File: src/rtl/id_ex_stage.sv
// ID/EX pipeline register feeding the ALU: stall/flush control plus optional
// EX/MEM and MEM/WB operand forwarding, enabled by defining ID_EX_FORWARD_EN.
module id_ex_stage #(
    parameter int WIDTH = 32,
    parameter int RA_W  = 5
) (
    input  logic             clk,
    input  logic             rst,
    input  logic             in_valid,
    input  logic             stall,
    input  logic             flush,
    input  logic [WIDTH-1:0] rs_data,
    input  logic [WIDTH-1:0] rt_data,
    input  logic [WIDTH-1:0] imm,
    input  logic [RA_W-1:0]  rs_addr,
    input  logic [RA_W-1:0]  rt_addr,
    input  logic [RA_W-1:0]  rd_addr,
    input  logic             alu_src,
    input  logic [3:0]       ALUctrl_in,
    input  logic [4:0]       shiftAmount_in,
    input  logic             reg_write_in,
    input  logic             exmem_reg_write,
    input  logic             memwb_reg_write,
    input  logic [RA_W-1:0]  exmem_rd,
    input  logic [RA_W-1:0]  memwb_rd,
    input  logic [WIDTH-1:0] exmem_result,
    input  logic [WIDTH-1:0] memwb_result,
    output logic             out_valid,
    output logic [WIDTH-1:0] input1,
    output logic [WIDTH-1:0] input2,
    output logic [3:0]       ALUctrl,
    output logic [4:0]       shiftAmount,
    output logic [WIDTH-1:0] store_data,
    output logic [RA_W-1:0]  rd_addr_out,
    output logic             reg_write_out
);

    logic             r_valid;
    logic [WIDTH-1:0] r_rs_data;
    logic [WIDTH-1:0] r_rt_data;
    logic [WIDTH-1:0] r_imm;
    logic [RA_W-1:0]  r_rs_addr;
    logic [RA_W-1:0]  r_rt_addr;
    logic [RA_W-1:0]  r_rd_addr;
    logic             r_alu_src;
    logic [3:0]       r_aluctrl;
    logic [4:0]       r_shamt;
    logic             r_reg_write;

    logic [WIDTH-1:0] w_fwd_rs;
    logic [WIDTH-1:0] w_fwd_rt;

    // A flush outranks stall so a squashed instruction never lingers in EX.
    always_ff @(posedge clk) begin
        if (rst || flush) begin
            r_valid     <= 1'b0;
            r_rs_data   <= '0;
            r_rt_data   <= '0;
            r_imm       <= '0;
            r_rs_addr   <= '0;
            r_rt_addr   <= '0;
            r_rd_addr   <= '0;
            r_alu_src   <= 1'b0;
            r_aluctrl   <= 4'b0000;
            r_shamt     <= '0;
            r_reg_write <= 1'b0;
        end else if (!stall) begin
            r_valid     <= in_valid;
            r_rs_data   <= rs_data;
            r_rt_data   <= rt_data;
            r_imm       <= imm;
            r_rs_addr   <= rs_addr;
            r_rt_addr   <= rt_addr;
            r_rd_addr   <= rd_addr;
            r_alu_src   <= alu_src;
            r_aluctrl   <= ALUctrl_in;
            r_shamt     <= shiftAmount_in;
            r_reg_write <= reg_write_in & in_valid;
        end
    end

`ifdef ID_EX_FORWARD_EN
    logic w_rs_exmem, w_rs_memwb, w_rt_exmem, w_rt_memwb;

    // Register $0 is hardwired to zero and must never pick up a forwarded value.
    assign w_rs_exmem = exmem_reg_write && (exmem_rd == r_rs_addr) && (r_rs_addr != '0);
    assign w_rs_memwb = memwb_reg_write && (memwb_rd == r_rs_addr) && (r_rs_addr != '0);
    assign w_rt_exmem = exmem_reg_write && (exmem_rd == r_rt_addr) && (r_rt_addr != '0);
    assign w_rt_memwb = memwb_reg_write && (memwb_rd == r_rt_addr) && (r_rt_addr != '0);

    always_comb begin
        w_fwd_rs = r_rs_data;
        if (w_rs_exmem)      w_fwd_rs = exmem_result;
        else if (w_rs_memwb) w_fwd_rs = memwb_result;
    end

    always_comb begin
        w_fwd_rt = r_rt_data;
        if (w_rt_exmem)      w_fwd_rt = exmem_result;
        else if (w_rt_memwb) w_fwd_rt = memwb_result;
    end
`else
    logic w_unused_fwd;

    assign w_fwd_rs     = r_rs_data;
    assign w_fwd_rt     = r_rt_data;
    assign w_unused_fwd = ^{exmem_reg_write, memwb_reg_write, exmem_rd, memwb_rd,
                            exmem_result, memwb_result, r_rs_addr, r_rt_addr};
`endif

    assign input1        = w_fwd_rs;
    assign input2        = r_alu_src ? r_imm : w_fwd_rt;
    assign store_data    = w_fwd_rt;
    assign out_valid     = r_valid;
    assign ALUctrl       = r_aluctrl;
    assign shiftAmount   = r_shamt;
    assign rd_addr_out   = r_rd_addr;
    assign reg_write_out = r_reg_write;

endmodule

File: config.mk
export PLATFORM = sky130hd
export DESIGN_NAME = id_ex_stage
export DESIGN_NICKNAME = d
export VERILOG_FILES = /design/src/rtl/id_ex_stage.sv
export SDC_FILE = /design/constraint.sdc
export NUM_CORES = 1
export LEC_CHECK = 0
export ABC_CLOCK_PERIOD_IN_PS = 1600
export CORE_AREA = 2 2 123 125
export CTS_BUF_LIST = sky130_fd_sc_hd__clkbuf_16
export DETAILED_ROUTE_END_ITERATION = 10
export DIE_AREA = 0 0 125 127
export HOLD_SLACK_MARGIN = 0.03
export PLACE_DENSITY = 0.73
export SETUP_SLACK_MARGIN = 0.5
export SYNTH_ARGS = -nofsm -noshare
export SYNTH_HDL_FRONTEND = slang
export SYNTH_SLANG_ARGS = --single-unit
File: constraint.sdc
create_clock -name clk -period 1.6 [get_ports clk]
set_clock_uncertainty 0.2 [all_clocks]
set_input_delay 0.32 -clock clk [delete_from_list [all_inputs] [get_ports clk]]
set_output_delay 0.32 -clock clk [all_outputs]
set_load 0.02 [all_outputs]
# == Word level (Yosys, flattened, before mapping) ==
# Index checks and enable logic that the tools add are counted.
# word_totals
ff_bits,113
word_cells,12
input_bits,203
out_inout_bits,112
# classes
muxes,1
n_bitwise,1
reduce_logical,1
# ops
op,n
2-to-1 mux 32 bit,1
AND 1 bit,1
logical OR 1 bit,1

# == Depth between registers and ports, before layout ==
# depth
ltp_word,1
mapped_depth,5
depth_no_buf,2

# == Worst setup path after synthesis ==
# OpenSTA, ideal clock, no wires.
# synth_timing
kind,flip-flop to output port
start,register r_alu_src
end,output port input2[10]
path_stages_with_launch,4
arrival_time_ns,1.032
t_required_ns,1.080
setup_slack_ns,0.048
path_buffers,2
cell_sequence,dfxtp_1 buf_2 buf_2 mux2_2
# synth_via
elab_chain_len,1
# synth_lines
element,line_no,text
start: declaration,45,logic r_alu_src;
start signal: assignment,75,r_alu_src <= alu_src;
2-to-1 mux 32 bit,112,assign input2 = r_alu_src ? r_imm : w_fwd_rt;
end: declaration,30,"output logic [WIDTH-1:0] input2,"
# Every way passes these cells.

# == Worst setup path in the final report ==
# layout_timing
start,register r_alu_src
end,output port input2[11]
# Same word-level chain as after synthesis.

==> results by group <==
Routing
  • Iter 0 DRT Violations: 113
  • DRC: 0
  • Wire length per cell: 16.04 um
  • Routed vias/inst: 4.520
  • Total wire length: between 10 and 15 mm
  • DR vias: 4014
  • DRT antenna net count: 0
  • DRT Pass-1 Iters: 4

Logic synthesis
  • Register bit total from synthesis: 113
  • Synth Net Count: 606
  • Synth Instances: 403
  • Share of the synthesized area in the top cell type: 0.5083
  • Avg Cell Area, Syn: 11.04 um2
  • Synth area leader: dfxtp_1
  • Seq/Total Area, Yosys: 0.5083
  • Mapped Area: 4451 um2
  • Distinct cells, synth: 12
  • Largest cells by area after synthesis: dfxtp_1, mux2i_1, nor2_1, mux2_2, buf_6
  • Synth warn: 0

STA
  • Slew headroom: 0.7992
  • RSZ-0062 raised after global routing: yes
  • Setup TNS: -12.78 ns
  • Worst-margin pin slew: 0.2928 ns
  • Final setup fails: 32
  • Min Tclk post-route: around 2.1 ns
  • Hold Slack: 0.1526 ns
  • Max Slew Vio Count: 0
  • Final worst slack: -0.4617 ns
  • Fin. Hold Viols: 0
  • Period utilisation layout: 1.289
  • Fmax: about 490 MHz

Clock network
  • Clock buffer depth: 2
  • Worst skew pair latency: 0.40 ns
  • CTS H-tree lvls: 4
  • CTS root buffer: clkbuf_16
  • Num CTS Buffers: 17
  • CTS tree: yes
  • CTS Hold Bufs: 0
  • Sink Count: 113
  • CTS clk-pin slew, worst paths: roughly 0.050 ns

Worst setup path
  • Worst EP arrival: 1.54 ns
  • Critical path class: reg -> out
  • Req. time, crit path: 1.08 ns
  • FF-to-FF Start: r_alu_src
  • Worst R2R Setup Slack: approximately 0.22 ns
  • Slowest stage delay, CP: ~0.4 ns
  • Worst setup path start: r_alu_src
  • Critical Path Source Type: flip-flop
  • Worst setup endpoint: input2[11]
  • CP max stage cell: dfxtp_4
  • Worst reg-to-reg path cell count: 6
  • CP endpoint kind: output pin
  • Crit path buf inv count: 3
  • R2r endpoint: r_alu_src
  • Top delay family on crit path: buffers and inverters
  • Crit-path cells: buf_6 -> clkbuf_16 -> mux2_4 -> buf_6
  • Crit path top cell by count: buf_6
  • Max FO, Critical Path: 5
  • Critical path depth in cells: 4

GRT
  • Total GRT Usage: 0.1783
  • Vias in the first global route: ~4300
  • Met2 Use GR: 0.3178
  • Met3 Use GR: 0.07705
  • Met1 GRT Util: 0.1915
  • First-pass GRT wire length: 22.18 mm
  • Largest net degree at the start of global routing: 47
  • Most used routing layer: met2
  • GRT Residual Overflow: 0
  • Initial antenna violation count: 0

Power and ir drop
  • Int Power: 6.085 mW
  • Power per Cell Area: 915.7 nW/um2
  • Logic pwr share: 0.158
  • Switch share: 0.2321
  • Sequential power share: 0.377
  • Clock share of power: 0.465
  • Peak supply drop: 0.0006417 V
  • Net Sw Power: 1.840 mW
  • Total power: 7.925 mW
  • Pleak: roughly 3.9 nW

Floorplan
  • Row cnt: between 40 and 50
  • # IOs: 315
  • Die Width: 125 um
  • Die Area: 15880 um2
  • Initial Util: 0.3086
  • Core area: 14420 um2
  • Die Height: 127 um

Cells and area
  • Final nets: 894
  • # diodes: 0
  • Layout cell share with drive strength beyond 1: 0.4886
  • Multi-input gate area: between 2000 and 2500 um2
  • Area Growth Syn to Fin: 94.46%
  • Layout fillers: 1181
  • Sequential Area: about 2400 um2

Placed design
  • DPL Wire Length: 9.090 mm
  • RePlAce Congestion: 0.7779
  • IO Port Bufs: 228

Hold path
  • HP Class: in -> reg
  • HP Start: stall

Status
  • Status: finished, violations left
  • Failing checks: negative setup slack

Run
  • Max-cap viol count: 0
power by group through the flow:
stage	sequential [mW]	clock (mW)	combinational (mW)
3_3_place_gp	3.01	0	1.08
5_1_grt	3.00	3.92	1.32
4_1_cts	2.99	3.77	1.21
2_1_floorplan	3.09	0	0.472
6_report	2.99	3.69	1.25
3_5_place_dp	3.02	0	1.10
worst min-delay path, cell delays in order:
cell,delay [ns]
buf_8,0.16
mux2i_1,0.14
nor2_1,0.09
per-stage QoR:
step                setup WS, ns  instances  area [um2]    util
finish                   -0.4617        888        8655  0.6000
global route             -0.5144        888        8655  0.6000
CTS                      -0.4828        880        8463  0.5867
detailed placement       -0.4081        833        7277  0.5045
global placement         -0.3793        833        7277  0.5045
floorplan                 0.1717        403        4701       -
cells in the final DEF, fill, tap and decap left out, drive strengths merged:
cell type	count
clkinvlp	3
nand2	1
nor2	112
clkdlybuf4s50	113
clkdlybuf4s15	2
dfxtp	113
mux2i	112
clkbuf	19
buf	182
inv	2
or2	1
a21oi	1
mux2	32
clkinv	7
bufinv	3
nand3b	1
cells by family after synthesis:
kind of cell | share of synthesized area
multiplexers | 0.3329
flip-flops | 0.5083
AND/OR/NAND/NOR | 0.1040
AO/OA/AOI/OAI | 0.001123
buffers and inverters | 0.05369
state kept, by name, indices dropped and copies added (netlist names):
| name | count |
|---|---|
| r_alu_src | 1 |
| store_data | 32 |
| r_imm | 32 |
| ALUctrl | 4 |
| shiftAmount | 5 |
| input1 | 32 |
| rd_addr_out | 5 |
| reg_write_out | 1 |
| out_valid | 1 |
layer usage:
layer  part of all wire  wire length, um
met3              0.082             1162
met2               0.51             7259
met5                  0                0
met4              0.013              180
met1               0.40             5638
synth_stat cells, drive strengths merged:
| cell | instances |
|---|---|
| nand2 | 1 |
| a21oi | 1 |
| nor2 | 112 |
| buf | 26 |
| mux2i | 112 |
| nand3b | 1 |
| mux2 | 32 |
| dfxtp | 113 |
| or2 | 1 |
| clkbuf | 4 |
worst min path at each step:
| stage | end | slack, ns | depth (start not counted) |
|---|---|---|---|
| 6_report | r_imm[10] | 0.15 | 3 |
| 4_1_cts | r_imm[9] | 0.14 | 3 |
| 3_5_place_dp | reg_write_out | 0.26 | 2 |
| 2_1_floorplan | r_imm[0] | 0.27 | 2 |
| 3_3_place_gp | reg_write_out | 0.25 | 2 |
| 5_1_grt | r_imm[8] | 0.15 | 3 |
area by class of cell:
class,count,share of cell area
clock inverters,15,0.01749
multi-input cells,260,0.2435
repair buffers,299,0.3899
well taps,184,0.02660
clock buffers,17,0.04915
flip-flops and latches,113,0.2734
timing repair:
item / in CTS / in global routing
resized for setup: 780 / 38
endpoints found under the setup margin: 225 / 142
buffers inserted: 9 / 6
pin swaps: 3 / 3
gates cloned: 6 / 2
Note: power is estimated with default switching activity, not from simulation.
